**src/rtl/hba_uart_cmd.sv**
```systemverilog
// Byte-stream command parser: turns 2-byte reads / 3-byte writes into one
// bus-master transfer request and returns read data as a single response byte.
//
// state   | meaning
// --------+-----------------------------------------------------------
// S_CMD   | idle, waiting for the command byte {rnw, 3'b000, core}
// S_REG   | waiting for the register-address byte
// S_DATA  | waiting for the write-data byte (writes only)
// S_ISSUE | one-cycle start strobe to the bus master
// S_WAIT  | waiting for the master's completion pulse
// S_TX    | holding the read-response byte until it is taken
module hba_uart_cmd #(
    parameter int PERIPH_ADDR_WIDTH = 4,
    parameter int REG_ADDR_WIDTH    = 8,
    parameter int RX_TIMEOUT        = 50000
) (
    input  logic                         hba_clk,
    input  logic                         hba_reset,
    input  logic [7:0]                   rx_data,
    input  logic                         rx_valid,
    output logic                         rx_ready,
    output logic [7:0]                   tx_data,
    output logic                         tx_valid,
    input  logic                         tx_ready,
    output logic [PERIPH_ADDR_WIDTH-1:0] app_core_addr,
    output logic [REG_ADDR_WIDTH-1:0]    app_reg_addr,
    output logic [7:0]                   app_data_in,
    output logic                         app_rnw,
    output logic                         app_en_strobe,
    input  logic [7:0]                   app_data_out,
    input  logic                         app_valid_out,
    output logic                         busy,
    output logic                         cmd_err
);

    localparam int CNT_W = $clog2(RX_TIMEOUT + 1);
    localparam logic [CNT_W-1:0] CNT_LAST = CNT_W'(RX_TIMEOUT - 1);
    localparam logic [CNT_W-1:0] CNT_MAX  = CNT_W'(RX_TIMEOUT);

    typedef enum logic [2:0] {
        S_CMD, S_REG, S_DATA, S_ISSUE, S_WAIT, S_TX
    } state_t;

    state_t           state;
    logic [CNT_W-1:0] idle_cnt;

    assign rx_ready = (state == S_CMD) || (state == S_REG) || (state == S_DATA);
    assign busy     = (state != S_CMD);

    always_ff @(posedge hba_clk or posedge hba_reset) begin
        if (hba_reset) begin
            state         <= S_CMD;
            idle_cnt      <= '0;
            tx_data       <= '0;
            tx_valid      <= 1'b0;
            app_core_addr <= '0;
            app_reg_addr  <= '0;
            app_data_in   <= '0;
            app_rnw       <= 1'b0;
            app_en_strobe <= 1'b0;
            cmd_err       <= 1'b0;
        end else begin
            app_en_strobe <= 1'b0;
            cmd_err       <= 1'b0;
            case (state)
                S_CMD: begin
                    if (rx_valid) begin
                        if (rx_data[6:4] != 3'b000) begin
                            cmd_err <= 1'b1;
                        end else begin
                            app_rnw       <= rx_data[7];
                            app_core_addr <= PERIPH_ADDR_WIDTH'(rx_data[3:0]);
                            app_data_in   <= '0;
                            idle_cnt      <= '0;
                            state         <= S_REG;
                        end
                    end
                end
                S_REG, S_DATA: begin
                    if (rx_valid) begin
                        idle_cnt <= '0;
                        if (state == S_REG) begin
                            app_reg_addr <= REG_ADDR_WIDTH'(rx_data);
                            if (app_rnw) begin
                                app_en_strobe <= 1'b1;
                                state         <= S_ISSUE;
                            end else begin
                                state <= S_DATA;
                            end
                        end else begin
                            app_data_in   <= rx_data;
                            app_en_strobe <= 1'b1;
                            state         <= S_ISSUE;
                        end
                    end else if (idle_cnt >= CNT_LAST) begin
                        // partial command abandoned; fields are overwritten by the next one
                        idle_cnt <= '0;
                        cmd_err  <= 1'b1;
                        state    <= S_CMD;
                    end else if (idle_cnt != CNT_MAX) begin
                        idle_cnt <= idle_cnt + CNT_W'(1);
                    end
                end
                S_ISSUE: state <= S_WAIT;
                S_WAIT: begin
                    if (app_valid_out) begin
                        if (app_rnw) begin
                            tx_data  <= app_data_out;
                            tx_valid <= 1'b1;
                            state    <= S_TX;
                        end else begin
                            state <= S_CMD;
                        end
                    end
                end
                S_TX: begin
                    if (tx_ready) begin
                        tx_valid <= 1'b0;
                        state    <= S_CMD;
                    end
                end
                default: state <= S_CMD;
            endcase
        end
    end

endmodule

```
**config.mk**
```make
export PLATFORM = sky130hd
export DESIGN_NAME = hba_uart_cmd
export DESIGN_NICKNAME = d
export VERILOG_FILES = /design/src/rtl/hba_uart_cmd.sv
export SDC_FILE = /design/constraint.sdc
export NUM_CORES = 1
export LEC_CHECK = 0
export ABC_AREA = 1
export ABC_CLOCK_PERIOD_IN_PS = 1570
export CORE_MARGIN = 2
export CORE_UTILIZATION = 35
export DETAILED_ROUTE_END_ITERATION = 16
export HOLD_SLACK_MARGIN = 0.08
export PLACE_DENSITY = 0.55
export SYNTH_ARGS = -nofsm -noshare
export SYNTH_HDL_FRONTEND = slang
export SYNTH_SLANG_ARGS = --single-unit
```
**constraint.sdc**
```tcl
create_clock -name hba_clk -period 1.57 [get_ports hba_clk]
set_input_delay 0.2355 -clock hba_clk [delete_from_list [all_inputs] [get_ports hba_clk]]
set_output_delay 0.2355 -clock hba_clk [all_outputs]
set_load 0.05 [all_outputs]
```
# Word level (Yosys, flattened, before mapping)
# Index checks and enable logic that the tools add are counted.
totals:
  register_bits: 51
  latch_bits: 0
  ramBits: 0
  rom_bits: 0
  in_bits: 21
  out_inout_bits: 34
  word_cells: 77
  memories: 0
classes:
  addsub: 1
  mul: 0
  div_mod_pow: 0
  order_cmp: 1
  eq_ne: 15
  shift: 0
  muxes: 34
  bitwise: 1
  reduce_logical: 15
ops:
  columns: ["cell", "n"]
  rows:
  - ["$mux 16", 5]
  - ["$mux 8", 4]
  - ["$pmux 16 s2", 1]
  - ["$mux 3", 8]
  - ["$add 16x1->16 const B", 1]
  - ["$ge 16x16->1 const B", 1]
  - ["$ne 16x16->1 const B", 1]
  - ["$pmux 8 s2", 1]
  - ["$pmux 3 s5", 1]
  - ["$ne 2x2->1 const B", 7]
  - ["$mux 1", 12]
  - ["$reduce_and 5->1", 2]
  - ["$reduce_and 3->1", 3]
  - ["$reduce_and 4->1", 2]
  - ["$eq 3x2->1 const B", 2]
  - ["$eq 3x3->1 const B", 2]
  - ["$reduce_bool 3->1", 2]
  - ["$ne 4x4->1 const B", 1]
  - ["$pmux 1 s2", 2]
  - ["$reduce_bool 2->1", 2]
  - ["$eq 3x1->1 const B", 1]
  - ["$logic_not 3->1", 1]
  - ["$ne 3x3->1 const B", 1]
  - ["$logic_or 1x1->1", 2]
  - ["2 further kinds", 2]

# Logic depth before layout (Yosys ltp)
# Gate-level depths: netlist of run 1.
logic_depth:
  depth_word: 5
  mapped_depth: 10
  mapped_depth_nobuf: 9

# Worst setup path before layout of run 1
# OpenSTA, ideal clock, no wires.
synth_timing:
  path_kind: "reg-to-reg"
  start: "register state[1]"
  end: "register app_core_addr[0]"
  setup_ns: 0.077
  arrival_ns: 1.415
  slack_ns: 0.078
  stages_incl_launch_ff: 8
  n_path_buf: 0
  period_less_slack_ns: 1.492
  cell_sequence: "dfrtp_1 inv_2 nand2_4 nor2_2 inv_1 nor3_4 nor2_1 a21oi_1"
synth_between:
  elab_chain_cells: 2
synth_rtl:
  columns: ["item", "line", "rtl"]
  rows:
  - ["start, declared", "44", "state_t state;"]
  - ["start signal, assigned", "52", "state <= S_CMD;"]
  - ["start signal, assigned", "75", "state <= S_REG;"]
  - ["start signal, assigned", "86", "state <= S_ISSUE;"]
  - ["$logic_not 3->1", "65", "case (state)"]
  - ["$reduce_and 3->1 (no line)", null, null]
  - ["end signal, assigned", "72", "app_core_addr <= PERIPH_ADDR_WIDTH'(rx_data[3:0]);"]
  - ["end, declared", "25", "output logic [PERIPH_ADDR_WIDTH-1:0] app_core_addr,"]
# No other way between the ends.
# A chain may end at the register's enable or synchronous reset.

# Worst setup path in the final report of run 1
layout_timing:
  start: "register state[0]"
  end: "output port rx_ready"
layout_between:
  elab_chain_cells: 3
  elab_cells_between_ends: 5
  cone_classes: "eq/ne (2); reduce/logical (3)"
layout_rtl:
  columns: ["item", "line", "rtl"]
  rows:
  - ["$eq 3x1->1 or $logic_not 3->1 (tied branches)", "47", "assign rx_ready = (state == S_CMD) || (state == S_REG) || (state == S_DATA);"]
  - ["$logic_or 1x1->1", "47", null]
  - ["$logic_or 1x1->1 *", "47", null]
  - ["end, declared", "21", "output logic rx_ready,"]
# Mark *: on every way between the ends. The rest lies on a longest branch, timed or not.

==> impl_metrics.csv, run 1 <==
group,metric,value,unit
yosys,syn_area,0.002609,mm^2
yosys,ys_seq_area_frac,0.4892,
yosys,synthAdderAreaFrac,0.009592,
cells_and_area,final_cells,462,
flow_run,maxCapViolCount,0,
placement,place_ws,-0.05897,ns
floorplan,die_h,90.34,um
sta,hold_viol,0,
cells_and_area,diodes,0,
grt,globalRoute.totalOverflow,0,
power_and_ir_drop,ir_worst_vdd,0.001220,V
placement,gp_congestion,0.7806,
grt,grt_max_degree,52,
yosys,ys_types,27,
yosys,synth-xor-area-share,0.03022,
grt,grt.total_usage,0.1474,
sta,grt_setup_unrepaired,"false",
setup_path,critical_path_required,1.33,ns
sta,layout_min_cycle_time,1.480,ns
clocking,clockBufferDepth,2,
drt,drc_errors,0,
clocking,path_clk_slew,0.10,ns
power_and_ir_drop,p_per_area,2062,mW/mm^2
yosys,async_flop_share,1.000,
yosys,netlist.area_leader.share,0.4892,
drt,wl_per_cell,12.23,um
yosys,avgSynthCellArea,9.186,um^2
sta,maxSlewViolCount,0,
yosys,yosysWarnings,0,
sta,setup_viol,0,
setup_path,reg2reg_to,"idle_cnt[8]",
drt,wirelength,5.651,mm
yosys,synth.area.mux_share,0.03453,
cells_and_area,post-route-cell-area,0.003503,mm^2
placement,io_buffer_count,54,
grt,grt_pass1_wl,9.818,mm
setup_path,start_kind,"flop",
drt,via_per_inst,4.526,
drt,antenna_left,0,
setup_path,reg2reg_slack,0.13,ns
floorplan,core,0.007253,mm^2
cells_and_area,area_growth,34.29,%
placement,place_hpwl,4.269,mm
setup_path,r2r_cells,7,
yosys,synth_ff_type,"dfrtp_1",
hold_path,hold_path_class,"primary input to async pin",
drt,drt_iter0_drc,41,
floorplan,die_area,0.008160,mm^2
yosys,yosysTopAreaCell,"dfrtp_1",
power_and_ir_drop,p_leak,1.660,nW
setup_path,worstPathArrival,1.24,ns
yosys,synth_top_family_by_area,"simple AND/OR/NAND/NOR gates",
placement,place_area,0.003357,mm^2
floorplan,fp-row-count,31,
yosys,synthCells,284,
floorplan,die_width,90.34,um
sta,post-route-period-util,0.9427,
clocking,cts_root_buf,"clkbuf_8",
outcome,status,"finished, final reports clean",
setup_path,r2r_start,"idle_cnt[0]",
clocking,ctsHoldBuffers,0,
setup_path,crit_path_max_fanout,4,
sta,tightestPinTransition,0.2818,ns
sta,worst_slack,0.08989,ns
yosys,yosys-top-cells-area,"dfrtp_1 (49%), nand2_1 (11%), inv_1 (3.7%)",
floorplan,ios,55,
cells_and_area,drive_above_1_share,0.3278,
drt,num_vias,2091,
clocking,cts_made_buffers,5,
drt,drtPass1Iterations,4,
cells_and_area,fin_nets,385,
yosys,synth_compound_area_frac,0.1089,
setup_path,critical_path_class,"flop to primary output",
clocking,cts_tree,"done",
grt,grt_antenna_before_repair,0,
yosys,synth_nets,307,
sta,slew_headroom,0.8114,
yosys,synth-simple-area-share,0.2657,
yosys,yosys_register_bits,51,
sta,fmax,675.6,MHz
grt,grt_pass1_vias,2055,
floorplan,start_util,0.3597,
sta,finClkSkew,0.01686,ns
clocking,h-tree-depth,2,
setup_path,cp-end-kind,"primary output",
clocking,cts.sinks,51,
yosys,synth-edff-count,0,
placement,dp_cells,451,
clocking,clk_latency,0.31,ns
## state kept, by name, indices dropped and copies added (netlist names)
name,flops
app_core_addr,4
app_data_in,8
app_en_strobe,1
app_reg_addr,8
app_rnw,1
cmd_err,1
idle_cnt,16
state,3
tx_data,8
tx_valid,1
## cells in the mapped netlist, types with 8 or more instances
library cell,number
nand2_1,75
dfrtp_1,51
inv_1,26
nor2_1,24
nand3_1,14
o21ai_0,10
o21ai_1,10
o21ai_2,9
inv_2,8
mux2_2,8
xor2_1,8
## per-layer routing
metal  vias up  track usage  routed length, um
li1       1060            -                  -
met4         0      0.04359                 79
met2        52       0.2456               2695
met3         7      0.04174                335
met1       972       0.1869               2541
met5         -            0                  0
## how the worst max path moves through the flow
stage | startpoint | endpoint | slack, ns | cells past startpoint
final | state[0] | rx_ready | 0.09 | 5
after global routing | state[0] | rx_ready | 0.004 | 5
after CTS | idle_cnt[0] | idle_cnt[8] | 0.01 | 7
after detailed placement | rx_data[4] | app_core_addr[0] | -0.06 | 8
after global placement | rx_data[4] | app_data_in[6] | -0.03 | 8
after floorplan | state[1] | app_core_addr[0] | 0.08 | 7
## power by group
| group | switching (mW) | internal, mW |
|---|---|---|
| clock network | 0.458 | 0.321 |
| registers | 0.288 | 1.74 |
| logic | 2.84 | 1.57 |
## layout make-up
cell class | count | area (um^2)
Fill cell | 718 | 3750
Sequential cell | 51 | 1277
Multi-Input combinational cell | 196 | 1189
Timing Repair Buffer | 74 | 696.9
Inverter | 34 | 127.6
Tap cell | 99 | 123.9
Clock buffer | 6 | 72.57
Clock inverter | 2 | 16.27
## logic make-up after synthesis
group / count (synthesis)
compound gates: 41
flops: 51
simple gates: 136
xor+xnor: 9
mux: 8
fa+ha+maj: 2
buf+inv: 37
## through the flow
stage	total power, mW	util	hold WS (ns)	TNS (ns)
global route	7.702	0.4830	0.2971	0
floorplan	4.947	-	0.3565	0
CTS	7.237	0.4787	0.2913	0
detailed placement	6.370	0.4628	0.4743	-0.7661
finish	7.225	0.4830	0.2807	0
global placement	6.339	0.4628	0.4599	-0.2307
## worst max-delay path: stages, from the launching register on
cell     delay [ns]
dfrtp_1        0.44
nand2_2        0.11
nand2_4        0.07
buf_6          0.14
inv_2          0.06
buf_12         0.13
## repair_timing
| item | in CTS | in global routing |
|---|---|---|
| gates resized for setup | 3 | 6 |
| buffers inserted | 1 | 2 |
| pin swaps | 0 | 3 |
| setup endpoints to repair | 2 | 29 |
## layout by cell type (no fill, tap or decap), drive strengths merged, types with 4 or more instances in the layout
cell / count
mux2: 8
inv: 35
o22ai: 5
nor2: 28
dfrtp: 51
nand3: 17
a21oi: 4
xor2: 8
buf: 54
nand2: 84
o21ai: 29
clkdlybuf4s50: 20
clkbuf: 6
Power figures use the tool's default switching activity.
==> run 2: changes to the inputs <==
Settings changed: ABC_CLOCK_PERIOD_IN_PS 1570 to default.
==> results of run 2 <==
Same layout as run 1: the final DEF is identical, and so are final timing and power.
==> run 3: changes to the inputs <==
Settings changed: CORE_UTILIZATION 35 to 25, CTS_CLUSTER_SIZE from default to 24, PLACE_DENSITY 0.55 to 0.42.
==> impl_metrics.csv, run 3 (synthesis gave the netlist of run 1 again) <==
group,metric,value,unit
power_and_ir_drop,p_per_area,2019,mW/mm^2
drt,drt_iter0_drc,37,
grt,grt_util_met1,0.1570,
cells_and_area,drive_above_1_share,0.3459,
drt,via_per_inst,4.208,
setup_path,critical_path_required,1.33,ns
setup_path,critical_path_class,"flop to primary output",
clocking,cts_root_buf,"clkbuf_8",
cells_and_area,largest_register_ffs,16,
power_and_ir_drop,p_total,7.318,mW
sta,setup_viol,0,
sta,layout_min_cycle_time,1.516,ns
setup_path,crit_path_max_fanout,4,
setup_path,slowest_delay,0.43,ns
clocking,cts_made_buffers,5,
power_and_ir_drop,p_leak,1.715,nW
floorplan,ios,55,
grt,grt_pass1_wl,10.83,mm
sta,hold_viol,0,
sta,slew_headroom,0.7932,
grt,top_usage_layer,"met2",
drt,wirelength,6.304,mm
cells_and_area,final_cells,506,
sta,grt_setup_unrepaired,"true",
grt,grt_max_degree,22,
drt,num_vias,2129,
power_and_ir_drop,ir_worst_vdd,0.001116,V
flow_run,maxCapViolCount,0,
sta,tns,0,ns
cells_and_area,post-route-cell-area,0.003625,mm^2
cells_and_area,n_fill_cell,1063,
floorplan,start_util,0.2550,
hold_path,hold_path_class,"primary input to async pin",
setup_path,worst-path-buf-inv,3,
placement,place_hpwl,4.788,mm
grt,use_met2,0.2010,
setup_path,cp_slowest_cell,"dfrtp_1",
grt,grt_antenna_before_repair,0,
drt,drtPass1Iterations,4,
floorplan,die_width,106.2,um
placement,gp_congestion,0.7931,
clocking,ctsHoldBuffers,0,
grt,globalRoute.totalOverflow,0,
clocking,clk_latency,0.31,ns
floorplan,fp-row-count,37,
drt,antenna_left,0,
placement,io_buffer_count,54,
setup_path,path_cells,"nand2_2, nand2_4, buf_4, inv_2, buf_12",
drt,wl_per_cell,12.46,um
floorplan,die_area,0.01127,mm^2
floorplan,core,0.01023,mm^2
cells_and_area,layout_commonest_cell,"nand2_1",
sta,finClkSkew,0.01072,ns
cells_and_area,area_growth,38.94,%
drt,drc_errors,0,
setup_path,worstPathArrival,1.28,ns
setup_path,start_kind,"flop",
outcome,status,"finished, final reports clean",
clocking,h-tree-depth,2,
cells_and_area,largest-register,"idle_cnt",
setup_path,cp-end-kind,"primary output",
placement,place_area,0.003461,mm^2
clocking,cts_tree,"done",
cells_and_area,fin_nets,392,
grt,grt.total_usage,0.1199,
sta,tightestPinTransition,0.3097,ns
sta,post-route-period-util,0.9657,
grt,grt_use_met3,0.03066,
clocking,cts.sinks,51,
setup_path,path_delay_family,"flip-flops",
clocking,clockBufferDepth,2,
setup_path,r2r_start,"state[0]",
sta,maxSlewViolCount,0,
floorplan,die_h,106.2,um
cells_and_area,diodes,0,
sta,fmax,659.6,MHz
grt,grt_pass1_vias,2190,
clocking,path_clk_slew,0.11,ns
setup_path,startpoint,"state[0]",
cells_and_area,final_cell_mix,"nand2_1 (75), buf_4 (53), dfrtp_1 (50), nor2_1 (24), inv_1 (23)",
placement,dp_cells,494,
-- run 3: cell count changes in the layout (fill, tap and decap cells not counted), sizes merged --
cell,before,now
buf,54,61
clkbuf,6,5
clkinv,0,1
clkinvlp,1,0
inv,35,36
-- run 3: per-stage QoR --
stage	worst slack (ns)	util	hold slack, ns
2_1_floorplan	0.07783	-	0.3565
3_3_place_gp	-0.05192	0.3383	0.4594
3_5_place_dp	-0.06366	0.3383	0.4632
4_1_cts	0.02158	0.3485	0.1800
5_1_grt	-0.001203	0.3543	0.2215
6_report	0.05382	0.3543	0.1779
-- run 3: worst paths after layout --
check	endpoint	slack [ns]	depth (start not counted)
max reg2reg	app_data_in[6]	0.10	9
max	rx_ready	0.05	5
max in group asynchronous	state[2]	0.94	3
min	app_reg_addr[4]	0.18	2
min reg2reg	tx_valid	0.49	2
min in group hba_clk	tx_valid	0.49	2
-- run 3: area by class of cell --
cell class                      instances  area [um^2]  area share
Timing Repair Buffer                   81        749.5      0.2068
Clock inverter                          3        22.52    0.006213
Clock buffer                            5        68.82     0.01899
Inverter                               34        130.1     0.03590
Multi-Input combinational cell        196         1206      0.3328
Tap cell                              136        170.2     0.04695
Sequential cell                        51         1277      0.3524
-- run 3: where the power goes --
group | internal [mW] | switching, mW
Combinational | 1.57 | 2.90
Clock | 0.324 | 0.490
Sequential | 1.74 | 0.288
-- run 3: timing repair --
item,CTS,global route
setup buffers,2,3
pin swaps,2,8
resized for setup,4,9
endpoints found under the hold margin,0,0
setup endpoints to repair,2,25
cloned,0,0
-- run 3: layer usage --
layer | up-vias | wire length, um
met2 | 47 | 2958
met5 | - | 0
met3 | 6 | 289
li1 | 1080 | -
met1 | 996 | 3004
met4 | 0 | 51
-- run 3: worst reg2reg max path: cells and delay by family (launching register included) --
family / cells / cell delay (ns)
AO/OA/AOI/OAI: 1 / 0.18
buffers and inverters: 2 / 0.18
AND/OR/NAND/NOR: 6 / 0.63
flip-flops: 1 / 0.43
